### config.mk
export PLATFORM = sky130hd
export DESIGN_NAME = fetch_decode_unit_flat
export DESIGN_NICKNAME = d
export VERILOG_FILES = /design/src/rtl/fdu_pkg.sv /design/src/rtl/fdu_if.sv /design/src/rtl/fdu_pc_next.sv /design/src/rtl/fetch_decode_unit.sv /design/src/flat_wrapper.sv
export SDC_FILE = /design/constraint.sdc
export NUM_CORES = 1
export LEC_CHECK = 0
export BUFFER_PORTS_ARGS = -buffer_cell sky130_fd_sc_hd__clkbuf_2
export CAP_MARGIN = 10
export CELL_PAD_IN_SITES_DETAIL_PLACEMENT = 1
export CELL_PAD_IN_SITES_GLOBAL_PLACEMENT = 1
export CORE_MARGIN = 1.5
export CORE_UTILIZATION = 36
export CTS_CLUSTER_SIZE = 40
export DETAILED_ROUTE_END_ITERATION = 8
export PLACE_DENSITY_LB_ADDON = 0.1
export SLEW_MARGIN = 20
export SYNTH_ARGS = -nofsm -noshare
export SYNTH_HDL_FRONTEND = slang
export SYNTH_SLANG_ARGS = --single-unit
### constraint.sdc
create_clock -name CLK -period 3.9 [get_ports CLK]
set_clock_uncertainty 0.05 [all_clocks]
set_input_delay 0.585 -clock CLK [delete_from_list [all_inputs] [get_ports CLK]]
set_output_delay 0.585 -clock CLK [all_outputs]
set_load 0.1 [all_outputs]
### src/rtl/fdu_pkg.sv
// fdu_pkg: shared FSM encoding, instruction type codes and IR field positions for fetch_decode_unit
package fdu_pkg;
  localparam int IR_W = 32;
  typedef enum logic [1:0] {IDLE, FETCH, HOLD} state_t;
  localparam logic [2:0] TY_ALU  = 3'b000;
  localparam logic [2:0] TY_ALUI = 3'b001;
  localparam logic [2:0] TY_MEM  = 3'b010;
  localparam logic [2:0] TY_BR   = 3'b100;
  localparam logic [2:0] TY_SYS  = 3'b110;
  // One bit per 3-bit type code; a set bit marks a legal type.
  localparam logic [7:0] LEGAL_MASK = (8'd1 << TY_ALU) | (8'd1 << TY_ALUI) | (8'd1 << TY_MEM) |
                                      (8'd1 << TY_BR) | (8'd1 << TY_SYS);
  localparam int TYPE_LSB = 29;
  localparam int OP_LSB   = 24;
  localparam int RD_LSB   = 20;
  localparam int RA_LSB   = 16;
  localparam int RB_LSB   = 12;
  localparam int IMM_LSB  = 0;
  function automatic logic is_legal(input logic [2:0] t);
    return LEGAL_MASK[t];
  endfunction
endpackage

### src/rtl/fdu_if.sv
// fdu_if: instruction-memory bus; master = fetch unit (drives IM_REQ/IM_ADDR), slave = memory (drives IM_ACK/IM_DATA)
interface fdu_if import fdu_pkg::*; #(parameter int PC_W = 16);
  logic            IM_REQ;
  logic [PC_W-1:0] IM_ADDR;
  logic            IM_ACK;
  logic [IR_W-1:0] IM_DATA;
  modport master (output IM_REQ, IM_ADDR, input IM_ACK, IM_DATA);
  modport slave  (input IM_REQ, IM_ADDR, output IM_ACK, IM_DATA);
endinterface

### src/rtl/fdu_pc_next.sv
// fdu_pc_next: next-PC adder, pc+1 (sel=0) or pc+sign-extended imm (sel=1), modulo 2^PC_W
// ports: pc, imm[15:0], sel in; pc_nxt out
module fdu_pc_next #(parameter int PC_W = 16) (
  input  logic [PC_W-1:0] pc,
  input  logic [15:0]     imm,
  input  logic            sel,
  output logic [PC_W-1:0] pc_nxt
);
  assign pc_nxt = pc + (sel ? PC_W'($signed(imm)) : PC_W'(1));
endmodule

### src/rtl/fetch_decode_unit.sv
// fetch_decode_unit: edge-triggered instruction fetch over fdu_if plus combinational IR field decode
// ports: CLK, RST_N (sync, active-low), W_IM fetch strobe, W_PC pc-write strobe, S_MXPC pc source,
//        im (fdu_if.master), IR_VALID, TYPE/OP/RD/RA/RB/IMM decoded fields, PC, ILLEGAL
// optional: define FDU_ILLEGAL_DETECT_EN to flag illegal instruction types on ILLEGAL
module fetch_decode_unit import fdu_pkg::*; #(parameter int PC_W = 16) (
  input  logic            CLK,
  input  logic            RST_N,
  input  logic            W_IM,
  input  logic            W_PC,
  input  logic            S_MXPC,
  fdu_if.master           im,
  output logic            IR_VALID,
  output logic [2:0]      TYPE,
  output logic [4:0]      OP,
  output logic [3:0]      RD,
  output logic [3:0]      RA,
  output logic [3:0]      RB,
  output logic [15:0]     IMM,
  output logic [PC_W-1:0] PC,
  output logic            ILLEGAL
);
  state_t          state, state_nxt;
  logic            w_im_q, w_pc_q, im_edge, pc_edge;
  logic            in_fetch, ack, start, pend_set, fetch_pend, pc_upd;
  logic            def_valid, def_sel, nx_sel;
  logic [15:0]     def_imm, nx_imm;
  logic [IR_W-1:0] ir;
  logic [PC_W-1:0] pc_nxt;
  assign im_edge  = W_IM & ~w_im_q;
  assign pc_edge  = W_PC & ~w_pc_q;
  assign in_fetch = state == FETCH;
  assign ack      = in_fetch & im.IM_ACK;
  // Coincident fetch and pc-write: update PC now, launch the fetch one cycle later.
  assign pend_set = ~in_fetch & im_edge & pc_edge;
  assign start    = ~in_fetch & (fetch_pend | (im_edge & ~pc_edge));
  // A pc-write seen in FETCH is parked and applied at the ACK edge; a fresh edge on the ACK cycle wins.
  assign pc_upd   = (~in_fetch & pc_edge) | (ack & (pc_edge | def_valid));
  assign nx_sel   = (in_fetch & ~pc_edge) ? def_sel : S_MXPC;
  assign nx_imm   = (in_fetch & ~pc_edge) ? def_imm : IMM;
  fdu_pc_next #(.PC_W(PC_W)) u_pc_next (.pc(PC), .imm(nx_imm), .sel(nx_sel), .pc_nxt(pc_nxt));
  always_comb state_nxt = start ? FETCH : ack ? HOLD : state;
  always_ff @(posedge CLK) state <= !RST_N ? IDLE : state_nxt;
  always_ff @(posedge CLK) begin
    if (!RST_N) begin
      w_im_q     <= 1'b0;
      w_pc_q     <= 1'b0;
      fetch_pend <= 1'b0;
      PC         <= '0;
      ir         <= '0;
      IR_VALID   <= 1'b0;
      def_valid  <= 1'b0;
      def_sel    <= 1'b0;
      def_imm    <= '0;
    end else begin
      w_im_q     <= W_IM;
      w_pc_q     <= W_PC;
      fetch_pend <= pend_set;
      def_valid  <= in_fetch & ~ack & (pc_edge | def_valid);
      if (pc_upd) PC <= pc_nxt;
      if (start) IR_VALID <= 1'b0;
      else if (ack) begin
        ir       <= im.IM_DATA;
        IR_VALID <= 1'b1;
      end
      if (in_fetch & pc_edge) begin
        def_sel <= S_MXPC;
        def_imm <= IMM;
      end
    end
  end
`ifdef FDU_ILLEGAL_DETECT_EN
  logic illegal_q;
  always_ff @(posedge CLK) begin
    if (!RST_N) illegal_q <= 1'b0;
    else if (start) illegal_q <= 1'b0;
    else if (ack) illegal_q <= ~is_legal(im.IM_DATA[TYPE_LSB +: 3]);
  end
  assign ILLEGAL = illegal_q;
`else
  assign ILLEGAL = 1'b0;
`endif
  assign im.IM_REQ  = in_fetch;
  assign im.IM_ADDR = PC;
  assign TYPE = ir[TYPE_LSB +: 3];
  assign OP   = ir[OP_LSB +: 5];
  assign RD   = ir[RD_LSB +: 4];
  assign RA   = ir[RA_LSB +: 4];
  assign RB   = ir[RB_LSB +: 4];
  assign IMM  = ir[IMM_LSB +: 16];
endmodule

### src/flat_wrapper.sv
// flat-port wrapper written by rule: the top's interface ports become plain ports
module fetch_decode_unit_flat import fdu_pkg::*;
#(parameter int PC_W = 16)
  (CLK, RST_N, W_IM, W_PC, S_MXPC, IR_VALID, TYPE, OP, RD, RA, RB, IMM, PC, ILLEGAL, im_IM_REQ, im_IM_ADDR, im_IM_ACK, im_IM_DATA);
  fdu_if #(.PC_W(PC_W)) im_i ();
  input  logic CLK;
  input  logic RST_N;
  input  logic W_IM;
  input  logic W_PC;
  input  logic S_MXPC;
  output logic IR_VALID;
  output logic [2:0] TYPE;
  output logic [4:0] OP;
  output logic [3:0] RD;
  output logic [3:0] RA;
  output logic [3:0] RB;
  output logic [15:0] IMM;
  output logic [PC_W-1:0] PC;
  output logic ILLEGAL;
  output wire logic [$bits(im_i.IM_REQ)-1:0] im_IM_REQ;
  output wire logic [$bits(im_i.IM_ADDR)-1:0] im_IM_ADDR;
  input wire logic [$bits(im_i.IM_ACK)-1:0] im_IM_ACK;
  input wire logic [$bits(im_i.IM_DATA)-1:0] im_IM_DATA;
  assign im_IM_REQ = im_i.IM_REQ;
  assign im_IM_ADDR = im_i.IM_ADDR;
  assign im_i.IM_ACK = im_IM_ACK;
  assign im_i.IM_DATA = im_IM_DATA;
  fetch_decode_unit #(.PC_W(PC_W)) u_core (.CLK(CLK), .RST_N(RST_N), .W_IM(W_IM), .W_PC(W_PC), .S_MXPC(S_MXPC), .im(im_i), .IR_VALID(IR_VALID), .TYPE(TYPE), .OP(OP), .RD(RD), .RA(RA), .RB(RB), .IMM(IMM), .PC(PC), .ILLEGAL(ILLEGAL));
endmodule
==> impl_metrics.json, run 1 <==
{
  "rows": 36,
  "synth_area_um2": 3550,
  "grt_max_degree": 43,
  "via_per_inst": 4.95,
  "totalWireLength_um": 10200,
  "cp.required_ps": 4100,
  "hp-class": "in -> reg",
  "status": "completed",
  "cts_max_level": 3,
  "ff2ff_setup_slack_ps": 390,
  "io_pins": 109,
  "p_sw_w": 0.000619,
  "core_um2": 9680,
  "synth_warnings": 0,
  "routedWlPerCell_um": 14.7,
  "ys.flop_type": "dfxtp_1",
  "internal_power_w": 0.00118,
  "leakagePower_nw": 1.80,
  "setup_violations": 0,
  "synthCells": 475,
  "fin_area_um2": 4280,
  "post_cts_buffers": 0,
  "grt_pass1_wl_um": 16500,
  "p_comb_frac": 0.197,
  "power.share.clock": 0.376,
  "synth-async-reset-ratio": 0,
  "hold_viol": 0,
  "min_period_ps": 3510,
  "fin_ws_ps": 389,
  "ir_worst_vdd_mv": 0.156,
  "yosysTopAreaCell": "dfxtp_1",
  "r2r_cells": 13,
  "total_power_w": 0.00179,
  "remaining_drc_errors": 0,
  "cts_made_buffers": 9,
  "vias": 3424,
  "cp-end-kind": "register",
  "antenna_found_initial": 0,
  "path_max_fanout": 10,
  "dpl-instance-area_um2": 4050,
  "synth_seq_cells": 71,
  "ctsHoldBuffers": 0,
  "final.setup.tns_ps": 0,
  "slew_violations": 0,
  "fmax_mhz": 285,
  "nets": 608,
  "post-place-ws_ps": 199,
  "diodes": 0,
  "cts.clk_slew.worst_paths_ps": 90,
  "synth_edf_count": 0,
  "hpwl_um": 7480,
  "dp.cells": 676,
  "overflow": 0,
  "drv_cap": 0,
  "area_growth_pct": 20.6,
  "crit_start": "u_core.state[1]",
  "crit_arrival_ps": 3710,
  "initialDrtViolationCount": 107,
  "cts_resized": 0,
  "endpoint": "u_core.PC[12]",
  "gr-usage-all-layers": 0.203,
  "reg2reg_from": "u_core.state[1]",
  "gp_congestion": 0.816,
  "firstDrtPassIters": 4,
  "cts_buffer_depth": 2,
  "root_buffer": "clkbuf_8",
  "swShare": 0.345,
  "die_w_um": 102,
  "fp.dieArea_um2": 10500,
  "synth.distinct_cells": 46,
  "power.density_nw_per_um2": 419,
  "cts_tree": "yes",
  "crit_type": "reg -> reg",
  "cts_sinks": 71,
  "synth_top_cell_area_share": 0.401,
  "worstReg2RegEnd": "u_core.PC[12]",
  "relSlewSlack": 0.473,
  "synth-seq-area-share": 0.401,
  "syn_avg_cell_area_um2": 7.47,
  "drive_above_1_share": 0.247,
  "synth_nets": 529,
  "tightestPinTransition_ps": 791,
  "fp.dieH_um": 102,
  "fin_crit_sh": 0.900,
  "initial_core_util": 0.366,
  "insertion_delay_ps": 350,
  "rsz0062_at_grt": "false",
  "ant_nets": 0,
  "synthTopCellsByArea": "dfxtp_1 40%, nand2_1 17%, a21oi_1 12%",
  "grt_pass1_vias": 3281,
  "start_kind": "register",
  "pwr-share-seq": 0.427,
  "portBuffers": 107,
  "layoutNonFillerInstCount": 692
}
[kinds of logic (layout without fill, tap and decap cells)]
family | Yosys count | count (layout) | share of synthesized area
and+or+nand+nor | 210 | 210 | 0.248
AOI/OAI and AO/OA | 117 | 117 | 0.188
DFF | 71 | 71 | 0.401
buffers and inverters | 49 | 133 | 0.0741
adders and majority gates | 16 | 16 | 0.0586
xor gates and xnor gates | 8 | 8 | 0.0198
muxes | 3 | 3 | 0.00882
other | 1 | 1 | 0.00106
[flip-flops by register name, indices dropped and copies added (netlist names)]
signal,flops
u_core.def_sel,1
u_core.state,2
u_core.fetch_pend,1
u_core.w_pc_q,1
u_core.def_imm,16
u_core.ir,32
u_core.PC,16
u_core.def_valid,1
u_core.w_im_q,1
[Yosys cell counts (2+ instances only)]
| master | instances |
|---|---|
| nand3_1 | 12 |
| mux2i_1 | 2 |
| and3_1 | 2 |
| a21o_1 | 4 |
| nor3_1 | 4 |
| buf_1 | 3 |
| or3_1 | 2 |
| clkbuf_1 | 20 |
| o221ai_1 | 2 |
| buf_4 | 21 |
| and2_1 | 3 |
| dfxtp_1 | 71 |
| nand4_1 | 4 |
| inv_1 | 3 |
| nand2_1 | 158 |
| o31ai_1 | 2 |
| xor2_1 | 3 |
| nor2b_1 | 2 |
| o21ai_0 | 7 |
| a21boi_0 | 2 |
| nand3b_1 | 2 |
| xnor2_1 | 5 |
| nor2_1 | 12 |
| a21oi_1 | 87 |
| ha_1 | 15 |
| nand2b_1 | 4 |
| a31oi_1 | 2 |
| a221oi_1 | 2 |
| a211oi_1 | 2 |
[power by group through the flow]
stage	sequential [W]	clock (W)	combinational [W]
after floorplan	0.000906	0	0.000162
after global placement	0.000782	0	0.000350
after detailed placement	0.000783	0	0.000355
after CTS	0.000767	0.000692	0.000356
after global routing	0.000769	0.000726	0.000377
final	0.000766	0.000674	0.000354
[metal layers]
layer	up-vias	GRT usage	wire length, µm
met5	-	0	0
met4	0	0.0727	156
met3	12	0.0445	494
met2	89	0.313	4540
met1	1581	0.279	4970
li1	1742	-	-
[cell usage in the layout (no fill, tap or decap), types with 2 or more instances in the layout]
| cell type | count |
|---|---|
| nor2_1 | 11 |
| a21boi_0 | 2 |
| mux2i_1 | 2 |
| dfxtp_1 | 70 |
| ha_1 | 15 |
| and2_1 | 2 |
| a211oi_1 | 2 |
| clkbuf_2 | 107 |
| a31oi_1 | 2 |
| nand4_1 | 4 |
| a221oi_1 | 2 |
| clkinv_4 | 3 |
| o21ai_0 | 7 |
| inv_1 | 3 |
| nor2b_1 | 2 |
| clkbuf_8 | 9 |
| nand2_1 | 157 |
| a21oi_1 | 87 |
| nand3_1 | 12 |
| o221ai_1 | 2 |
| nand2b_1 | 4 |
| nor3_1 | 4 |
| buf_4 | 5 |
| bufinv_16 | 2 |
| or3_1 | 2 |
| a21o_1 | 4 |
| and3_1 | 2 |
| xnor2_1 | 5 |
| xor2_1 | 3 |
| nand3b_1 | 2 |
| o31ai_1 | 2 |
[layout make-up]
type                            instances  area, µm²
Fill cell                            1263       5410
Multi-Input combinational cell        355       1870
Sequential cell                        71       1430
Timing Repair Buffer                  112        573
Tap cell                              133        166
Clock buffer                           10        128
Clock inverter                          6       93.8
Inverter                                5       23.8
[worst min path at each step]
| stage | from | endpoint | depth (start not counted) |
|---|---|---|---|
| after floorplan | u_core.w_pc_q | u_core.fetch_pend | 1 |
| after detailed placement | u_core.w_pc_q | u_core.fetch_pend | 1 |
| after global routing | im_IM_DATA[11] | u_core.ir[11] | 3 |
| after global placement | u_core.w_pc_q | u_core.fetch_pend | 1 |
| after CTS | im_IM_DATA[19] | u_core.ir[19] | 3 |
| final | im_IM_DATA[19] | u_core.ir[19] | 3 |
[through the flow]
step,hold WS (ps),util
floorplan,361,-
global placement,385,0.418
detailed placement,382,0.419
CTS,386,0.441
global route,385,0.442
finish,396,0.442
[worst max-delay path: stages, from the launching register on]
cell and delay, ps:
dfxtp_4 360, nand2b_1 240, clkinv_4 120, nand2_1 110, mux2i_1 390, buf_4 240
a21oi_1 70, ha_1 350, and3_2 240, a221oi_1 490, nor3_1 160, o31ai_1 330
xor2_1 180, a21oi_1 80
Power figures use the tool's default switching activity.
==> inputs of run 2 (changes only) <==
Settings changed: BUFFER_PORTS_ARGS -buffer_cell sky130_fd_sc_hd__clkbuf_2 to -buffer_cell sky130_fd_sc_hd__buf_2, CELL_PAD_IN_SITES_DETAIL_PLACEMENT 1 to not set, CELL_PAD_IN_SITES_GLOBAL_PLACEMENT 1 to not set, CORE_UTILIZATION 36 to 50, PLACE_DENSITY set to 0.78, PLACE_DENSITY_LB_ADDON 0.1 to not set.
==> run 2 against run 1 <==
Sequential power is essentially flat. Worst setup slack lost 82 ps. First-iteration DRC count grew 49%. Largest cell class unchanged.
==> impl_metrics.json, run 2 (same netlist as run 1, synthesis figures left out) <==
{
  "diodes": 0,
  "cts_max_level": 3,
  "post-place-ws_ps": 193,
  "grt_max_degree": 65,
  "wl_met2_um": 4120,
  "fmax_mhz": 278,
  "drive_above_1_share": 0.246,
  "hpwl_um": 6380,
  "tightestPinTransition_ps": 1070,
  "cts_tree": "yes",
  "hp-class": "reg -> reg",
  "slowest_delay_ps": 500,
  "routedWlPerCell_um": 13.7,
  "dp.cells": 638,
  "ant_nets": 0,
  "rsz0062_at_grt": "false",
  "fin_area_um2": 4230,
  "layout_commonest_cell": "nand2_1",
  "relSlewSlack": 0.284,
  "gp_congestion": 0.905,
  "post_cts_buffers": 0,
  "insertion_delay_ps": 350,
  "cts_sinks": 71,
  "io_pins": 109,
  "cts.clk_slew.worst_paths_ps": 80,
  "cp_cell_sequence": "nand2b_1, clkinv_4, nand2_1, buf_4, nor3b_1, a31oi_1, ha_1, fa_1, a21o_1, a221oi_1, nor3_1, o31ai_1, xor2_1, a21oi_1",
  "cts_buffer_depth": 2,
  "fin_ws_ps": 307,
  "portBuffers": 107,
  "start_kind": "register",
  "firstDrtPassIters": 4,
  "via_per_inst": 5.32,
  "area_growth_pct": 19.3,
  "drt-met1-wl_um": 3980,
  "cts_resized": 0,
  "final_cell_mix": "158 x nand2_1, 107 x buf_2, 87 x a21oi_1",
  "ir_worst_vdd_mv": 0.361,
  "die_w_um": 87.2,
  "antenna_found_initial": 0,
  "crit_type": "reg -> reg",
  "min_period_ps": 3590,
  "setup_violations": 0,
  "largest_reg_flops": 32,
  "grt_pass1_wl_um": 14800,
  "initialDrtViolationCount": 159,
  "dpl-instance-area_um2": 4000,
  "topRoutingLayerUsed": "met4",
  "cts_made_buffers": 9,
  "ctsHoldBuffers": 0,
  "totalWireLength_um": 8950,
  "remaining_drc_errors": 0,
  "rows": 30,
  "status": "completed",
  "path_max_fanout": 13,
  "leakagePower_nw": 1.86,
  "gr-usage-all-layers": 0.245,
  "core_um2": 6830,
  "vias": 3477,
  "drv_cap": 0,
  "nets": 607,
  "grt_pass1_vias": 3202,
  "hold_viol": 0,
  "layoutNonFillerInstCount": 654,
  "regMostFlops": "u_core.ir",
  "met3_length_um": 759,
  "cp_top_family": "compound AO/OA/AOI/OAI gates",
  "crit_arrival_ps": 3780,
  "slew_violations": 0,
  "cp-end-kind": "register",
  "initial_core_util": 0.519,
  "overflow": 0,
  "reg.largest.list": "u_core.ir: 32 flops, u_core.PC: 16 flops, u_core.def_imm: 16 flops",
  "root_buffer": "clkbuf_8",
  "cp.required_ps": 4090,
  "critPathSlowestCell": "a221oi_1",
  "fp.dieH_um": 87.2,
  "power.density_nw_per_um2": 423,
  "total_power_w": 0.00179,
  "path_buf_inv": 2,
  "fp.dieArea_um2": 7610,
  "final.setup.tns_ps": 0,
  "fin_crit_sh": 0.921
}
-- run 2: cell count changes in the layout (fill, tap and decap cells not counted), sizes merged --
cell	change
clkinvlp	-1
clkbuf	-107
buf	+106
inv	+1
-- run 2: final timing paths --
kind              slack, ps            end  cells after the start            start
setup / recovery        310  u_core.PC[12]                     14  u_core.state[1]
hold / removal          400  u_core.ir[25]                      2    u_core.ir[25]
setup reg to reg        310  u_core.PC[12]                     14  u_core.state[1]
hold reg to reg         400  u_core.ir[25]                      2    u_core.ir[25]
-- run 2: layout make-up --
type | instances | area [µm²]
Fill cell | 656 | 2600
Multi-Input combinational cell | 355 | 1870
Sequential cell | 71 | 1430
Timing Repair Buffer | 111 | 566
Clock buffer | 10 | 138
Tap cell | 96 | 120
Clock inverter | 6 | 91.3
Inverter | 5 | 23.8
-- run 2: worst register-to-register path, delay by kind of cell, from the launching register on --
family	cells	cell delay, ps
AOI/OAI and AO/OA	5	1190
and+or+nand+nor	4	750
adders and majority gates	2	630
DFF	1	350
buffers and inverters	2	340
xor gates and xnor gates	1	190
-- run 2: metrics by stage --
step | utilization | hold WS (ps)
finish | 0.619 | 402
global route | 0.619 | 390
CTS | 0.618 | 390
detailed placement | 0.585 | 393
global placement | 0.585 | 379
floorplan | - | 361
-- run 2: layer usage --
| metal | up-vias | global-route usage |
|---|---|---|
| li1 | 1746 | - |
| met1 | 1579 | 0.312 |
| met2 | 140 | 0.399 |
| met3 | 12 | 0.0863 |
| met4 | 0 | 0.0606 |
| met5 | - | 0 |
-- run 2: where the power goes --
part | total [W] | switching (W) | internal, W
sequential | 0.000764 | 0.0000185 | 0.000746
combinational | 0.000349 | 0.000285 | 0.0000638
clock | 0.000675 | 0.000293 | 0.000382
==> inputs of run 3 (changes only) <==
Settings changed: ABC_AREA set to 1, PLACE_DENSITY 0.78 to 0.77.
==> run 3 against run 2 <==
Synthesized cell count up 19%. Maximum frequency up 22%. Final cell count up 14%. Area after synthesis up 7.6%. Critical path type unchanged. Highest routed layer unchanged.
==> impl_metrics.json, run 3 <==
{
  "cp_cell_sequence": "inv_1, nand2_1, nand2_1, inv_1, o211ai_1, ha_1, fa_1, nand2_1, a21oi_1, nand2_1, nand2_1, xor2_1, o21ai_0, inv_1",
  "hold_ws_ps": 367,
  "power.share.clock": 0.269,
  "yosysTopAreaCell": "dfxtp_1",
  "totalWireLength_um": 8390,
  "nets": 694,
  "use_met1": 0.284,
  "synth-async-reset-ratio": 0,
  "setup_violations": 0,
  "use_met3": 0.0480,
  "path_buf_inv": 3,
  "synth_top_cell_area_share": 0.373,
  "io_pins": 109,
  "fin_area_um2": 4400,
  "cts_max_level": 3,
  "cts_made_buffers": 9,
  "swShare": 0.428,
  "path_max_fanout": 30,
  "post_cts_buffers": 0,
  "hold_viol": 0,
  "via_per_inst": 4.77,
  "synth_edf_count": 0,
  "vias": 3541,
  "cp-end-kind": "register",
  "gr-usage-all-layers": 0.218,
  "regMostFlops": "u_core.ir",
  "grt_pass1_wl_um": 14600,
  "slowest_delay_ps": 530,
  "core_um2": 7330,
  "slew_violations": 0,
  "dpl-instance-area_um2": 4220,
  "cts_buffer_depth": 2,
  "tightestPinTransition_ps": 1030,
  "cts.clk_slew.worst_paths_ps": 80,
  "cts_sinks": 71,
  "status": "completed",
  "synthTopCellsByArea": "dfxtp_1 37%, nand2_1 11%, o21ai_0 10%",
  "die_w_um": 90.4,
  "rows": 31,
  "ctsHoldBuffers": 0,
  "drive_above_1_share": 0.203,
  "reg.largest.list": "u_core.ir: 32 flops, u_core.PC: 16 flops, u_core.def_imm: 16 flops",
  "yosysMostFrequentCell": "nand2_1",
  "synthCells": 564,
  "rsz0062_at_grt": "false",
  "ys.flop_type": "dfxtp_1",
  "gp_congestion": 0.843,
  "power.density_nw_per_um2": 447,
  "synth-seq-area-share": 0.373,
  "critPathSlowestCell": "inv_1",
  "synth_area_um2": 3810,
  "synth.distinct_cells": 33,
  "leakagePower_nw": 2.50,
  "busiest_layer": "met2",
  "antenna_found_initial": 0,
  "initialDrtViolationCount": 134,
  "diodes": 0,
  "routedWlPerCell_um": 11.3,
  "fin_ws_ps": 957,
  "grt_pass1_vias": 3413,
  "p_comb_frac": 0.322,
  "overflow": 0,
  "pwr-share-seq": 0.408,
  "crit_type": "reg -> reg",
  "internal_power_w": 0.00112,
  "syn_avg_cell_area_um2": 6.76,
  "synth_nets": 618,
  "drv_cap": 0,
  "synth_warnings": 0,
  "relSlewSlack": 0.317,
  "remaining_drc_errors": 0,
  "fp.dieArea_um2": 8160,
  "fp.dieH_um": 90.4,
  "cp.required_ps": 4100,
  "ant_nets": 0,
  "layout_commonest_cell": "nand2_1",
  "crit_arrival_ps": 3140,
  "synthTopCellsByCount": "115 x nand2_1, 90 x inv_1, 77 x o21ai_0",
  "post-place-ws_ps": 606,
  "nFillCells": 697,
  "area_growth_pct": 15.2,
  "portBuffers": 107,
  "insertion_delay_ps": 350,
  "synth_seq_cells": 71,
  "min_period_ps": 2940,
  "hp-class": "in -> reg",
  "firstDrtPassIters": 4,
  "cts_resized": 0,
  "final.setup.tns_ps": 0,
  "fmax_mhz": 340,
  "root_buffer": "clkbuf_8",
  "start_kind": "register",
  "cpMostUsedCell": "nand2_1",
  "initial_core_util": 0.520,
  "fin_crit_sh": 0.755,
  "hpwl_um": 6100,
  "gr-usage-met2": 0.341,
  "ir_worst_vdd_mv": 0.315,
  "largest_reg_flops": 32,
  "p_sw_w": 0.000842,
  "cp_top_family": "adder cells",
  "final_cell_mix": "115 x nand2_1, 107 x buf_2, 90 x inv_1",
  "grt_max_degree": 70,
  "cts_tree": "yes"
}
run 3: logic make-up after synthesis:
group | after synthesis | share of synthesized area
and+or+nand+nor | 204 | 0.220
buffers and inverters | 136 | 0.161
AOI/OAI and AO/OA | 130 | 0.178
DFF | 71 | 0.373
adders and majority gates | 16 | 0.0544
xor gates and xnor gates | 6 | 0.0138
other | 1 | 0.000983
run 3: layout make-up:
cell class | count | area, µm² | area share
multi-input combinational | 357 | 1780 | 0.405
sequential | 71 | 1420 | 0.323
timing repair buffer | 108 | 543 | 0.124
inverter | 93 | 354 | 0.0806
clock buffer | 10 | 138 | 0.0313
tap | 99 | 124 | 0.0282
clock inverter | 5 | 35.0 | 0.00797
run 3: stage by stage:
step | total power (W) | utilization | cells
6_report | 0.00197 | 0.600 | 743
5_1_grt | 0.00206 | 0.600 | 743
2_1_floorplan | 0.00137 | - | 564
4_1_cts | 0.00198 | 0.600 | 743
3_3_place_gp | 0.00144 | 0.576 | 728
3_5_place_dp | 0.00145 | 0.576 | 728
run 3: path summary, 6_finish.rpt:
check | from | end | slack [ps] | cells after the start
max | u_core.w_pc_q | u_core.PC[6] | 960 | 14
min | im_IM_ACK | u_core.def_valid | 370 | 2
max reg2reg | u_core.w_pc_q | u_core.PC[6] | 960 | 14
min reg2reg | u_core.ir[2] | u_core.def_imm[2] | 440 | 2
run 3: power by group through the flow:
stage               combinational [W]  sequential, W  clock, W
floorplan                    0.000308        0.00106         0
global placement             0.000628       0.000817         0
detailed placement           0.000634       0.000819         0
CTS                          0.000634       0.000803  0.000541
global route                 0.000672       0.000809  0.000576
finish                       0.000634       0.000803  0.000530
run 3: metal layers:
layer | up-vias | share of wire
li1 | 1900 | -
met1 | 1535 | 0.50
met2 | 95 | 0.43
met3 | 11 | 0.048
met4 | 0 | 0.017
met5 | - | 0
run 3: worst reg2reg max path, stage by stage, from the launching register on:
cell and delay, ps:
dfxtp_1 320, inv_1 40, nand2_1 200, nand2_1 130, inv_1 530, o211ai_1 160, ha_1 250, fa_1 410
nand2_1 90, a21oi_1 100, nand2_1 70, nand2_1 100, xor2_1 170, o21ai_0 170, inv_1 50
